===== config.mk =====
export PLATFORM = sky130hd
export DESIGN_NAME = ws2811_hsv_pattern_engine_flat
export DESIGN_NICKNAME = d
export VERILOG_FILES = /design/src/rtl/ws2811_hsv_pattern_engine_pkg.sv /design/src/rtl/ws2811_hsv_pattern_engine_if.sv /design/src/rtl/ws2811_hsv_pattern_engine_hue_to_rgb.sv /design/src/rtl/ws2811_hsv_pattern_engine.sv /design/src/flat_wrapper.sv
export SDC_FILE = /design/constraint.sdc
export NUM_CORES = 1
export LEC_CHECK = 0
export ABC_CLOCK_PERIOD_IN_PS = 17400
export CORE_MARGIN = 2
export CORE_UTILIZATION = 67
export DETAILED_ROUTE_END_ITERATION = 8
export PLACE_DENSITY_LB_ADDON = 0.05
export SETUP_SLACK_MARGIN = 0.5
export SYNTH_ARGS = -nofsm -noshare
export SYNTH_HDL_FRONTEND = slang
export SYNTH_HIERARCHICAL = 1
export SYNTH_SLANG_ARGS = --single-unit

===== constraint.sdc =====
create_clock -name clock -period 17.4 [get_ports clock]
set_clock_uncertainty 0.2 [all_clocks]
set_input_delay 1.74 -clock clock [delete_from_list [all_inputs] [get_ports clock]]
set_output_delay 1.74 -clock clock [all_outputs]
set_load 0.01 [all_outputs]

===== src/rtl/ws2811_hsv_pattern_engine_pkg.sv =====
// ws2811_pkg: shared colour-source types, mode encodings and hue arithmetic helpers.
// No ports; imported by the pattern engine and its hue-to-RGB converter.
package ws2811_pkg;
  typedef enum logic [1:0] {
    MODE_RAINBOW = 2'b00,
    MODE_UNIFORM = 2'b01,
    MODE_BREATHE = 2'b10,
    MODE_OFF     = 2'b11
  } mode_e;
  typedef enum logic {BR_UP, BR_DOWN} breath_e;
  localparam int unsigned SECTORS = 6;
  typedef logic [2:0] sector_t;
  // Sector part of a hue addition; operands are < 6, so one subtraction always wraps.
  function automatic sector_t hue_add(sector_t a, sector_t b, logic cin);
    logic [3:0] s;
    s = {1'b0, a} + {1'b0, b} + {3'b000, cin};
    return (s >= 4'(SECTORS)) ? sector_t'(s - 4'(SECTORS)) : sector_t'(s);
  endfunction
endpackage


===== src/rtl/ws2811_hsv_pattern_engine_if.sv =====
// ws2811_hsv_pattern_engine_if: control/request inputs and pixel outputs of the pattern engine.
// master: timebase/serialiser side (drives advance, serial_reset, pixel_req, mode, period,
//         pixel_step, brightness; receives rgb, rgb_valid, pixel_index).
// slave:  pattern engine side.
interface ws2811_hsv_pattern_engine_if #(
  parameter int COLOR_W = 8,
  parameter int DIV_W   = 32,
  parameter int N_LEDS  = 50
);
  localparam int IDX_W = $clog2(N_LEDS + 1);
  logic                 advance;
  logic                 serial_reset;
  logic                 pixel_req;
  logic [1:0]           mode;
  logic [DIV_W-1:0]     period;
  logic [3+COLOR_W-1:0] pixel_step;
  logic [COLOR_W-1:0]   brightness;
  logic [3*COLOR_W-1:0] rgb;
  logic                 rgb_valid;
  logic [IDX_W-1:0]     pixel_index;
  modport master (
    output advance, serial_reset, pixel_req, mode, period, pixel_step, brightness,
    input  rgb, rgb_valid, pixel_index
  );
  modport slave (
    input  advance, serial_reset, pixel_req, mode, period, pixel_step, brightness,
    output rgb, rgb_valid, pixel_index
  );
endinterface


===== src/rtl/ws2811_hsv_pattern_engine_hue_to_rgb.sv =====
// ws2811_hue_to_rgb: fully saturated hue {sector, frac} to packed {r,g,b} trapezoid ramps.
// sector_i: hue sector 0..5 (6/7 give black), frac_i: position in sector, rgb_o: {r,g,b}.
module ws2811_hue_to_rgb
  import ws2811_pkg::*;
#(
  parameter int COLOR_W = 8
) (
  input  sector_t              sector_i,
  input  logic [COLOR_W-1:0]   frac_i,
  output logic [3*COLOR_W-1:0] rgb_o
);
  localparam logic [COLOR_W-1:0] MAX = '1;
  localparam logic [COLOR_W-1:0] Z   = '0;
  logic [COLOR_W-1:0] dn;
  assign dn = MAX - frac_i;
  always_comb begin
    rgb_o = '0;
    case (sector_i)
      3'd0: rgb_o = {MAX, frac_i, Z};
      3'd1: rgb_o = {dn, MAX, Z};
      3'd2: rgb_o = {Z, MAX, frac_i};
      3'd3: rgb_o = {Z, dn, MAX};
      3'd4: rgb_o = {frac_i, Z, MAX};
      3'd5: rgb_o = {MAX, Z, dn};
      default: rgb_o = '0;
    endcase
  end
endmodule


===== src/rtl/ws2811_hsv_pattern_engine.sv =====
// ws2811_hsv_pattern_engine: animated hue/breathing colour source serving one pixel per request.
// clock, reset_n (async, active-low); bus (slave): advance/period drive the animation divider,
// serial_reset/pixel_req frame the pixel stream, mode/pixel_step/brightness shape the colour,
// rgb/rgb_valid/pixel_index return the served pixel two cycles after its request.
module ws2811_hsv_pattern_engine
  import ws2811_pkg::*;
#(
  parameter int COLOR_W = 8,
  parameter int DIV_W   = 32,
  parameter int N_LEDS  = 50
) (
  input logic clock,
  input logic reset_n,
  ws2811_hsv_pattern_engine_if.slave bus
);
  localparam int IDX_W = $clog2(N_LEDS + 1);
  localparam logic [IDX_W-1:0] LAST = IDX_W'(N_LEDS);
  localparam logic [COLOR_W-1:0] ONE_C = COLOR_W'(1);
  typedef struct packed {
    sector_t            sector;
    logic [COLOR_W-1:0] frac;
  } hue_t;
  localparam hue_t HUE_ONE = '{sector: 3'd0, frac: ONE_C};
  function automatic hue_t hue_sum(hue_t a, hue_t b);
    logic [COLOR_W:0] f;
    f = {1'b0, a.frac} + {1'b0, b.frac};
    return '{sector: hue_add(a.sector, b.sector, f[COLOR_W]), frac: f[COLOR_W-1:0]};
  endfunction
  // (c * (k+1)) >> COLOR_W: k = MAX reproduces c exactly, product never exceeds 2*COLOR_W bits.
  function automatic logic [COLOR_W-1:0] scale(logic [COLOR_W-1:0] c, logic [COLOR_W-1:0] k);
    logic [2*COLOR_W-1:0] p;
    p = (2*COLOR_W)'(c) * ((2*COLOR_W)'(k) + (2*COLOR_W)'(1));
    return COLOR_W'(p >> COLOR_W);
  endfunction
  mode_e                mode;
  hue_t                 base_q, base_d, pix_q, pix_d, serve;
  logic [DIV_W-1:0]     cnt_q, cnt_d;
  logic [DIV_W:0]       cnt_inc, eff;
  logic                 step;
  logic [IDX_W-1:0]     pcnt_q, pcnt_d, scnt;
  breath_e              br_q;
  logic [COLOR_W-1:0]   lvl_q;
  logic [3*COLOR_W-1:0] raw, scaled, rgb1_q, rgb2_q;
  logic [COLOR_W-1:0]   k1_q;
  logic [IDX_W-1:0]     idx1_q, idx2_q;
  logic                 v1_q, v2_q;
  assign mode = mode_e'(bus.mode);
  ws2811_hue_to_rgb #(.COLOR_W(COLOR_W)) u_h2r (
    .sector_i (serve.sector),
    .frac_i   (serve.frac),
    .rgb_o    (raw)
  );
  always_comb begin
    cnt_inc = {1'b0, cnt_q} + (DIV_W+1)'(1);
    eff     = (bus.period == '0) ? (DIV_W+1)'(1) : {1'b0, bus.period};
    // >= rather than == so lowering period below the running count steps on the next advance.
    step    = bus.advance && (cnt_inc >= eff);
    cnt_d   = !bus.advance ? cnt_q : step ? '0 : cnt_inc[DIV_W-1:0];
    base_d  = (step && (mode == MODE_RAINBOW || mode == MODE_UNIFORM)) ? hue_sum(base_q, HUE_ONE) : base_q;
    // Frame restart takes effect before a same-cycle request and sees the pre-step base hue.
    serve   = bus.serial_reset ? base_q : pix_q;
    scnt    = bus.serial_reset ? '0 : pcnt_q;
    pix_d   = (bus.pixel_req && mode == MODE_RAINBOW) ? hue_sum(serve, hue_t'(bus.pixel_step)) : serve;
    pcnt_d  = (bus.pixel_req && scnt != LAST) ? scnt + IDX_W'(1) : scnt;
    scaled  = '0;
    for (int i = 0; i < 3; i++) scaled[i*COLOR_W +: COLOR_W] = scale(rgb1_q[i*COLOR_W +: COLOR_W], k1_q);
  end
  always_ff @(posedge clock or negedge reset_n) begin
    if (!reset_n) begin
      cnt_q  <= '0;
      base_q <= '0;
      pix_q  <= '0;
      pcnt_q <= '0;
      v1_q   <= 1'b0;
      idx1_q <= '0;
      rgb1_q <= '0;
      k1_q   <= '0;
      v2_q   <= 1'b0;
      idx2_q <= '0;
      rgb2_q <= '0;
    end else begin
      cnt_q  <= cnt_d;
      base_q <= base_d;
      pix_q  <= pix_d;
      pcnt_q <= pcnt_d;
      v1_q   <= bus.pixel_req;
      if (bus.pixel_req) begin
        idx1_q <= scnt;
        rgb1_q <= (scnt == LAST || mode == MODE_OFF) ? '0 : raw;
        k1_q   <= (mode == MODE_BREATHE) ? lvl_q : bus.brightness;
      end
      v2_q <= v1_q;
      if (v1_q) begin
        idx2_q <= idx1_q;
        rgb2_q <= scaled;
      end
    end
  end
  // Breathing level: ramps up to brightness, back down to 0; clamps if brightness falls below it.
  always_ff @(posedge clock or negedge reset_n) begin
    if (!reset_n) begin
      br_q  <= BR_UP;
      lvl_q <= '0;
    end else if (step && mode == MODE_BREATHE) begin
      if (br_q == BR_UP) begin
        lvl_q <= (lvl_q >= bus.brightness) ? bus.brightness : lvl_q + ONE_C;
        if (lvl_q >= bus.brightness || lvl_q + ONE_C == bus.brightness) br_q <= BR_DOWN;
      end else begin
        lvl_q <= (lvl_q > bus.brightness) ? bus.brightness : (lvl_q == '0) ? '0 : lvl_q - ONE_C;
        if (lvl_q <= bus.brightness && lvl_q <= ONE_C) br_q <= BR_UP;
      end
    end
  end
  assign bus.rgb         = rgb2_q;
  assign bus.rgb_valid   = v2_q;
  assign bus.pixel_index = idx2_q;
endmodule


===== src/flat_wrapper.sv =====
// flat-port wrapper written by rule: the top's interface ports become plain ports
module ws2811_hsv_pattern_engine_flat import ws2811_pkg::*;
#(
  parameter int COLOR_W = 8,
  parameter int DIV_W   = 32,
  parameter int N_LEDS  = 50
)
  (clock, reset_n, bus_advance, bus_serial_reset, bus_pixel_req, bus_mode, bus_period, bus_pixel_step, bus_brightness, bus_rgb, bus_rgb_valid, bus_pixel_index);
  ws2811_hsv_pattern_engine_if #(.COLOR_W(COLOR_W), .DIV_W(DIV_W), .N_LEDS(N_LEDS)) bus_i ();
  input logic clock;
  input logic reset_n;
  input wire logic [$bits(bus_i.advance)-1:0] bus_advance;
  input wire logic [$bits(bus_i.serial_reset)-1:0] bus_serial_reset;
  input wire logic [$bits(bus_i.pixel_req)-1:0] bus_pixel_req;
  input wire logic [$bits(bus_i.mode)-1:0] bus_mode;
  input wire logic [$bits(bus_i.period)-1:0] bus_period;
  input wire logic [$bits(bus_i.pixel_step)-1:0] bus_pixel_step;
  input wire logic [$bits(bus_i.brightness)-1:0] bus_brightness;
  output wire logic [$bits(bus_i.rgb)-1:0] bus_rgb;
  output wire logic [$bits(bus_i.rgb_valid)-1:0] bus_rgb_valid;
  output wire logic [$bits(bus_i.pixel_index)-1:0] bus_pixel_index;
  assign bus_i.advance = bus_advance;
  assign bus_i.serial_reset = bus_serial_reset;
  assign bus_i.pixel_req = bus_pixel_req;
  assign bus_i.mode = bus_mode;
  assign bus_i.period = bus_period;
  assign bus_i.pixel_step = bus_pixel_step;
  assign bus_i.brightness = bus_brightness;
  assign bus_rgb = bus_i.rgb;
  assign bus_rgb_valid = bus_i.rgb_valid;
  assign bus_pixel_index = bus_i.pixel_index;
  ws2811_hsv_pattern_engine #(.COLOR_W(COLOR_W), .DIV_W(DIV_W), .N_LEDS(N_LEDS)) u_core (.clock(clock), .reset_n(reset_n), .bus(bus_i));
endmodule

* Word-level counts from Yosys, hierarchy flattened *
Index checks and enable logic that the tools add are counted.
W data, S select, Z words.

storage, ports and cells
  logic and storage cells = 80
  bits in registers = 139
  output and inout port bits = 31
  memories kept = 0
  latch bits = 0
  RAM bits = 0
  bits in read-only memories = 0
  bits of input ports = 58

operators by class
  add/sub/neg operators = 13
  multipliers = 3
  equality and inequality tests = 11
  magnitude comparators = 7
  multiplexer cells = 18
  shifts and indexed selects = 0
  divide/modulo/power cells = 0
  reductions and logical operators = 13
  bitwise logic cells = 0

operators by type and width
  operator                 number
  $pmux W24 S6             1
  $mux W32                 2
  $mul A8 B16 Y16          3
  $mux W8                  5
  $add A32 B1 Y33 const B  1
  $ge A33 B33 Y1           1
  $logic_not A32 Y1        1
  $mux W24                 1
  $mux W11                 2
  $add A8 B1 Y9 const B    2
  $mux W6                  2
  $add A8 B8 Y9            1
  $add A8 B1 Y8 const B    1
  $eq A8 B8 Y1             1
  $ge A4 B3 Y1 const B     2
  $ge A8 B8 Y1             1
  $gt A8 B8 Y1             1
  $le A8 B1 Y1 const B     1
  $le A8 B8 Y1             1
  $logic_not A8 Y1         1
  $sub A8 B1 Y8 const B    1
  $sub A8 B8 Y8 const A    1
  $add A6 B1 Y6 const B    1
  $eq A3 B2 Y1 const B     2
  other kinds (16)         29

* Logic depth before layout (Yosys ltp) *
Gate-level depths: netlist (run 1).

  depth after elaboration = 6
  depth in mapped cells = 21
  mapped depth without buffers = 21

* Hierarchy *
The synthesis (run 1) kept the hierarchy.

modules (own cells, without submodules)
  module                     seq. area each (um^2)  area each (um^2)  cells an instance  instances
  ws2811_hsv_pattern_engine  3478.3                 14560.2           1630               1
  ws2811_hue_to_rgb          0.0                    510.5             63                 1

* Least setup slack after synthesis (run 1) *
Ideal clock, no wire load.

  path kind = input port to flip-flop
  start = in bus_serial_reset
  end = reg u_core/pix_q[10] (netlist bit)
  data required time = 17.123 ns
  stages on the path = 18
  buffers on the path = 2
  path slack = 11.594 ns
  setup time = 0.077 ns
  arrival = 5.528 ns
  path through = clkbuf_1 > clkbuf_1 > mux2_2 > ha_1 > fa_1 > a21o_1 > a21oi_1 > o21bai_1 > a21oi_1 > nor2b_1 > o21ai_0 > nand2b_1 > fa_1 > inv_1 > fa_1 > nor3_1 > a21oi_1 > a21oi_1

RTL lines
  what                  line                             RTL
  start, declared       flat_wrapper.sv:13               input wire logic [$bits(bus_i.serial_reset)-1:0] bus_serial_reset;
  end signal, assigned  ws2811_hsv_pattern_engine.sv:84  pix_q <= pix_d;
  end, declared         ws2811_hsv_pattern_engine.sv:36  hue_t base_q, base_d, pix_q, pix_d, serve;

* Worst setup path in the final report (run 1) *
  start = reg u_core.k1_q[0]
  end = reg u_core.rgb2_q[23], in the netlist u_core/bus.rgb[23]

on the way
  word-level cells in the longest chain between the ends = 2

RTL lines
  what                    line                             RTL
  start, declared         ws2811_hsv_pattern_engine.sv:44  logic [COLOR_W-1:0] k1_q;
  start signal, assigned  ws2811_hsv_pattern_engine.sv:90  k1_q <= (mode == MODE_BREATHE) ? lvl_q : bus.brightness;
  $add A8 B1 Y9           ws2811_hsv_pattern_engine.sv:32  p = (2*COLOR_W)'(c) * ((2*COLOR_W)'(k) + (2*COLOR_W)'(1));
  $mul A8 B16 Y16         ws2811_hsv_pattern_engine.sv:32
  end signal, assigned    ws2811_hsv_pattern_engine.sv:95  rgb2_q <= scaled;
  end, declared           ws2811_hsv_pattern_engine.sv:43  logic [3*COLOR_W-1:0] raw, scaled, rgb1_q, rgb2_q;

No other way between the ends.
A chain may end at the register's enable or synchronous reset.

==> key figures, run 1 <==
Floorplan
  • Die height: between 150 and 200 um
  • Core ar.: 22000 um2
  • I/O pin cnt: 89
  • Std-Cell Rows: 54
  • Width of the die: 154 um
  • Area of the die: approximately 24000 um2
  • Initial Util: 0.686

Power
  • Tot Pwr: 1290 uW
  • Max VDD drop: 64.7 uV
  • Leakage: around 0.0083 uW
  • Clock group share of total power: 0.312
  • Comb power frac: 0.382
  • Register share of total power: 0.306
  • Pwr dens: ~77 nW/um2
  • Net Switching: 485 uW
  • Pint: between 800 and 900 uW
  • Switching part of the total: 0.374

Timing
  • Max-slew headroom: 0.267
  • Final Hold Viols: 0
  • Final Max Tran Viols: 0
  • Max Fclk: 145 MHz
  • Crit path time final: 6900 ps
  • Setup Viol. Count Final: 0
  • Worst slew pin tran: 1100 ps
  • Period utilization: 0.396
  • RSZ-0062 raised after global routing: no
  • Setup TNS: 0 ps

Worst setup path
  • Crit-path slowest cell: dfrtp_1
  • Worst path cell trace: ha_1, nand3_1, nor2_1, and3_1, and2_1, fa_1, fa_1, fa_1, inv_1, fa_1, inv_1, ha_1, or3_1, o21ai_0, nor3_1, a2111oi_0, xnor2_1, mux2_2
  • R2R cell count: 18
  • Crit path DAT: 7010 ps
  • Most Frequent Cell on Critical Path: fa_1
  • Crit Path Category: register to register
  • Crit start category: register
  • Worst path max stage delay: 870 ps
  • Crit-path max FO: 24
  • Critical Path End Type: register
  • WP data required: 17510 ps

Cells and area
  • Register Area: 3480 um2
  • Area occupied by multi-input gates: ~10000 um2
  • Layout Utilization: 0.765
  • Layout Cells excl Fill: 2050
  • Commonest non-fill, non-tap cells in the layout: 249 x inv_1, 180 x nor2_1, 157 x ha_1
  • Layout area overhead: 11.5%
  • Most common cell after layout, fill and taps aside: inv_1
  • Fill count: about 1.6k
  • Fin nets: 2095
  • ANT cells: 0
  • Share of cells above drive strength 1: 0.0684
  • Post-route design area: between 15000 and 20000 um2

Placed design
  • Placed cells: 2018
  • IO buf count: 88
  • Gpl congestion: between 0.9 and 1
  • DP Area: 16200 um2
  • Dpl hpwl: 27200 um

Yosys
  • Cell variety after synth: 72
  • Register area share after synthesis: 0.231
  • Proportion of synthesized area in mux cells: 0.0386
  • Post-Synth XOR/XNOR Area: 0.0621
  • Synth Area in Adders: 0.294
  • Post-synth EDFFs: 0
  • Syn avg cell area: 8.90 um2
  • Synth Area in Compound Gates: 0.112
  • Mapped Nets: 2031
  • Synth Flop Type: dfrtp_1
  • Ys Warns: 6
  • Cells after synthesis: 1693
  • Combinational family with the most area after synthesis: adder cells
  • Async SR Flop Fraction: 1.00
  • Yosys reg bits: 139
  • Post-synthesis cell area: 15100 um2
  • Area share of and/or/nand/nor cells after synthesis: 0.183

Drt
  • Drt total wl: 36300 um
  • Vias per inst: 5.98
  • Avg WL per Cell: roughly 18 um
  • Via count: 12.3k
  • Drt first-iter violations: 921
  • DR pass1 iterations: 7
  • Detailed-route DRC error count: 0
  • Remaining antenna violation count: 0

Clocking
  • Reg clk slew, reported paths: 70 ps
  • Total CTS buffers: 17
  • Htree depth: 4
  • Clk buf depth: 2
  • Setup Fix Bufs, Post-CTS: 0
  • CTS Sinks: 139
  • Post-CTS Hold Buffers: 0
  • CTS root buffer: clkbuf_16
  • # resized after CTS: 0
  • Clk Latency, worst-skew pair: 430 ps
  • CTS tree: built

Run
  • Max cap viols: 0

GRT
  • Vias in the first global route: 12.9k
  • Largest net degree at the start of global routing: between 80 and 90
  • Initial antenna violation count: 0
  • GR Overflow Total: 0
  • Gr usage total: 0.322
  • First-pass GRT wire length: 61800 um

Worst hold path
  • HP Class: register to register
  • WHS Path Cells: 2

Run status
  • Status: complete, no violations
## synth_stat cells (33+ instances only)
cell,instances,area (um2)
nand2_1,140,526
and2_1,63,394
xor2_1,33,289
nor2_1,180,676
inv_1,249,935
o21ai_0,61,305
mux2_2,41,462
ha_1,157,1960
dfrtp_1,139,3480
fa_1,123,2460
a21oi_1,53,265
xnor2_1,72,631
clkbuf_1,40,150
## cell type report
class                      instances  area share
multi-input combinational       1245       0.618
tap                              280      0.0208
clock buffer                      17      0.0253
timing repair buffer             104      0.0596
sequential                       139       0.207
clock inverter                    15      0.0130
inverter                         250      0.0558
## logic make-up (layout without fill, tap and decap cells)
logic type	after synthesis	after routing
xor+xnor	106	106
buf+inv	309	386
compound gates	241	241
flops	139	139
simple gates	565	565
fa+ha+maj	280	280
mux	53	53
## path summary, 6_finish.rpt
check                                         from                  to  slack (ps)
worst min register to register  u_core/bus.rgb[13]  u_core/bus.rgb[13]         280
min in group asynchronous                  reset_n  u_core/bus.rgb[18]        1090
max in group asynchronous                  reset_n    u_core/pcnt_q[4]       14460
worst max-delay path                u_core/k1_q[0]  u_core/bus.rgb[23]       10500
worst min-delay path            u_core/bus.rgb[13]  u_core/bus.rgb[13]         280
worst max register to register      u_core/k1_q[0]  u_core/bus.rgb[23]       10500
## metal layers
metal	GRT usage	wire length, um	vias to the layer above
li1	-	-	5737
met1	0.433	15400	5933
met2	0.536	17500	508
met3	0.0507	2480	76
met4	0.109	887	0
met5	0	0	-
## through the flow
stage	hold slack [ps]	worst slack (ps)
2_1_floorplan	152	11590
3_3_place_gp	266	10820
5_1_grt	324	10070
3_5_place_dp	272	10610
4_1_cts	288	10590
6_report	282	10500
## sequential cells by signal, summed over array words and instances, names as in the netlist
register,count
u_core/bus.rgb_valid,1
u_core/br_q,1
u_core/idx1_q,6
u_core/bus.pixel_index,6
u_core/lvl_q,8
u_core/rgb1_q,24
u_core/pcnt_q,6
u_core/base_q,11
u_core/v1_q,1
u_core/bus.rgb,24
u_core/k1_q,8
u_core/cnt_q,32
u_core/pix_q,11
## power groups by stage
stage               registers (uW)  logic, uW  clock network, uW
finish                         396        494                404
global route                   401        565                419
CTS                            395        497                408
detailed placement             401        490                  0
global placement               400        473                  0
floorplan                      397        334                  0
## worst max-delay path, delay by kind of cell, from the launching register on
family | cells | cell delay [ps]
adders and majority gates | 6 | 2650
and+or+nand+nor | 6 | 1930
DFF | 1 | 870
AOI/OAI and AO/OA | 2 | 640
muxes | 1 | 280
xor gates and xnor gates | 1 | 110
buffers and inverters | 2 | 90
Power figures use the tool's default switching activity.
==> inputs of run 2 (changes only) <==
--- a/config.mk
+++ b/config.mk
@@ -5,9 +5,9 @@
 export SDC_FILE = /design/constraint.sdc
 export NUM_CORES = 1
 export LEC_CHECK = 0
-export ABC_CLOCK_PERIOD_IN_PS = 17400
+export ABC_CLOCK_PERIOD_IN_PS = 6700
 export CORE_MARGIN = 2
-export CORE_UTILIZATION = 67
+export CORE_UTILIZATION = 62
 export DETAILED_ROUTE_END_ITERATION = 8
 export PLACE_DENSITY_LB_ADDON = 0.05
 export SETUP_SLACK_MARGIN = 0.5
==> constraint.sdc (replaced) <==
create_clock -name clock -period 6.7 [get_ports clock]
set_clock_uncertainty 0.2 [all_clocks]
set_input_delay 0.67 -clock clock [delete_from_list [all_inputs] [get_ports clock]]
set_output_delay 0.67 -clock clock [all_outputs]
set_load 0.01 [all_outputs]
==> run 2 against run 1 <==
- count of clock-buffer cells in the layout unchanged
- sequential share of layout area down 0.10 points
- critical path depth up 3
- die area up 7.9%
- routed wire length down 0.98%
- power rose to 2.5 times the previous value
- register-to-register slack worse by 9800 ps
- via count down 1.6%
- global-route usage down 3.2 points
- final cell count up 2.4%
==> key figures, run 2 (synthesized netlist as in run 1, its figures left out) <==
Timing
  • WHS: 76.9 ps (-205 ps)
  • Final Max Tran Viols: 0 (unchanged)
  • Max Fclk: 167 MHz (+15%)
  • Period utilization: 0.895 (+0.499)
  • Final Hold Viols: 0 (unchanged)
  • Setup TNS: 0 ps (unchanged)
  • Worst slew pin tran: 1080 ps (-20.7 ps)
  • Crit path time final: 6000 ps (-902 ps)
  • Setup Viol. Count Final: 0 (unchanged)
  • Max-slew headroom: 0.272 (+0.00503)
  • RSZ-0062 raised after global routing: yes

Clocking
  • Clk Latency, worst-skew pair: 440 ps (about the same)
  • Setup Fix Bufs, Post-CTS: 0 (unchanged)
  • CTS tree: built
  • CTS Sinks: 139 (unchanged)
  • Clk buf depth: 2 (unchanged)
  • Reg clk slew, reported paths: 70 ps (about the same)
  • Total CTS buffers: 17 (unchanged)
  • CTS root buffer: clkbuf_16
  • Htree depth: 4 (unchanged)

Cells and area
  • Reg with most FFs: u_core/cnt_q
  • Largest register FFs: 32 (unchanged)
  • Fin nets: 2101 (+0.29%)
  • ANT cells: 0 (unchanged)
  • Layout area overhead: 12.1%
  • Commonest non-fill, non-tap cells in the layout: 249 x inv_1, 178 x nor2_1, 157 x ha_1
  • Share of cells above drive strength 1: 0.0749 (+0.00653)
  • Most common cell after layout, fill and taps aside: inv_1

GRT
  • GRT busiest layer: met2
  • GR Util met3: 0.0442 (-0.00658)
  • Largest net degree at the start of global routing: 74 (-8.6%)
  • Gr usage total: 0.290 (-0.0316)
  • Met2 Resource Use GR: 0.488 (-0.0480)
  • Met1 usage: 0.395 (-0.0382)
  • GR Overflow Total: 0 (unchanged)
  • Initial antenna violation count: 0 (unchanged)
  • First-pass GRT wire length: 60400 um (-2.4%)
  • Vias in the first global route: 12.3k (-4.4%)

Run
  • Max cap viols: 0 (unchanged)

Worst setup path
  • Crit start category: register
  • R2R cell count: 21 (+3)
  • WP data required: 6820 ps (-10690 ps)
  • Critical R2R Capture: u_core/bus.rgb[14]
  • Critical Path End Type: register
  • Crit path DAT: 6120 ps (-890 ps)
  • Crit Path Category: register to register
  • Crit-path max FO: 22 (-8.3%)
  • Worst r2r src: u_core/k1_q[0]
  • R2r setup slk: 700 ps (-9800 ps)

Power
  • Comb power frac: 0.392 (+0.010)
  • Pint: 1990 uW (+150%)
  • Max VDD drop: 170 uV (+160%)
  • Clock group share of total power: 0.294 (-0.018)
  • Leakage: 0.00830 uW (+0.14%)
  • Pwr dens: 193 nW/um2 (+150%)
  • Switching part of the total: 0.389 (+0.0150)
  • Register share of total power: 0.314 (+0.008)
  • Net Switching: 1270 uW (+160%)

Placed design
  • IO buf count: 88 (unchanged)
  • Dpl hpwl: 27400 um (+0.53%)
  • Gpl congestion: 0.890 (-6.6%)

Floorplan
  • Core ar.: 24100 um2 (+9.8%)
  • Die height: 160 um (+3.9%)
  • Area of the die: 25600 um2 (+7.9%)
  • Initial Util: 0.625 (-0.0611)
  • I/O pin cnt: 89 (unchanged)
  • Width of the die: 160 um (+3.9%)
  • Std-Cell Rows: 57 (+5.6%)

Drt
  • Remaining antenna violation count: 0 (unchanged)
  • Detailed-route DRC error count: 0 (unchanged)
  • Drt first-iter violations: 765 (-17%)
  • Avg WL per Cell: 17.1 um (-3.3%)
  • DR pass1 iterations: 6 (-1)
  • Drt total wl: 35900 um (-0.98%)
  • Via count: 12.1k (-1.6%)
  • Vias per inst: 5.74 (-3.9%)

Run status
  • Status: complete, no violations

Worst hold path
  • HP Class: input pin to async pin
==> run 2: timing repair <==
action	4_1_cts	5_1_grt
gates resized for setup	0	11
endpoints found under the setup margin	0	7
hold buffers	0	0
==> run 2: how the worst max path moves through the flow <==
stage,startpoint,to,cells past startpoint
floorplan,u_core/k1_q[0],u_core/bus.rgb[22],20
global placement,u_core/k1_q[0],u_core/bus.rgb[14],21
detailed placement,u_core/k1_q[0],u_core/bus.rgb[15],20
CTS,u_core/k1_q[0],u_core/bus.rgb[15],20
global route,u_core/k1_q[1],u_core/bus.rgb[15],21
finish,u_core/k1_q[0],u_core/bus.rgb[14],21
==> run 2: power by group through the flow <==
stage                     logic [uW]  clock network, uW  registers (uW)
after CTS                       1280                974            1020
final                           1280                961            1020
after floorplan                  867                  0            1030
after detailed placement        1270                  0            1040
after global placement          1230                  0            1030
after global routing            1450               1010            1040
==> run 2: cell type report <==
class                   count  area (um2)
flip-flops and latches    139        3480
fillers                  1980        7220
well taps                 324         405
multi-input cells        1245       10400
inverters                 250         938
clock inverters            15         166
repair buffers            110        1050
clock buffers              17         425
==> run 2: critical path, cell delays in order (launching register included) <==
cell	delay [ps]
dfrtp_1	370
buf_4	280
and3_1	190
nand3_1	160
nor2_2	250
xnor2_2	210
buf_6	230
nor2_1	70
fa_1	480
inv_1	50
fa_1	460
fa_1	520
fa_1	540
inv_1	40
ha_1	300
nand2_1	60
or3_1	320
o211a_1	260
o31ai_1	360
a21oi_1	140
xnor2_1	140
mux2_2	260
==> run 2: metal layers <==
| layer | wire, um | share of wire | vias to the layer above |
|---|---|---|---|
| li1 | - | - | 5748 |
| met5 | 0 | 0 | - |
| met3 | 2030 | 0.056 | 53 |
| met1 | 15900 | 0.44 | 5912 |
| met2 | 17300 | 0.48 | 350 |
| met4 | 685 | 0.019 | 0 |
==> run 2: through the flow <==
step	util	cell area, um2	instances	setup WS, ps	power (uW)
finish	0.701	16900	2100	703	3270
global route	0.701	16900	2100	419	3510
CTS	0.699	16800	2100	571	3270
detailed placement	0.674	16200	2068	596	2300
global placement	0.674	16200	2068	824	2270
floorplan	-	15100	1693	981	1900
==> inputs of run 3 (changes only) <==
--- a/config.mk
+++ b/config.mk
@@ -5,7 +5,6 @@
 export SDC_FILE = /design/constraint.sdc
 export NUM_CORES = 1
 export LEC_CHECK = 0
-export ABC_CLOCK_PERIOD_IN_PS = 6700
 export CORE_MARGIN = 2
 export CORE_UTILIZATION = 62
 export DETAILED_ROUTE_END_ITERATION = 8
==> constraint.sdc (replaced) <==
create_clock -name clock -period 6.7 [get_ports clock]
set_clock_uncertainty 0.2 [all_clocks]
set_input_delay 0.67 -clock clock [delete_from_list [all_inputs] [get_ports clock]]
set_output_delay 0.67 -clock clock [all_outputs]
set_load 0.1 [all_outputs]
==> results of run 3 <==
The final DEF is identical to that of run 2. Status: complete, no violations.
Main changes from that run: total power 3270 uW -> 3560 uW; worst IR drop on VDD 170 uV -> 194 uV
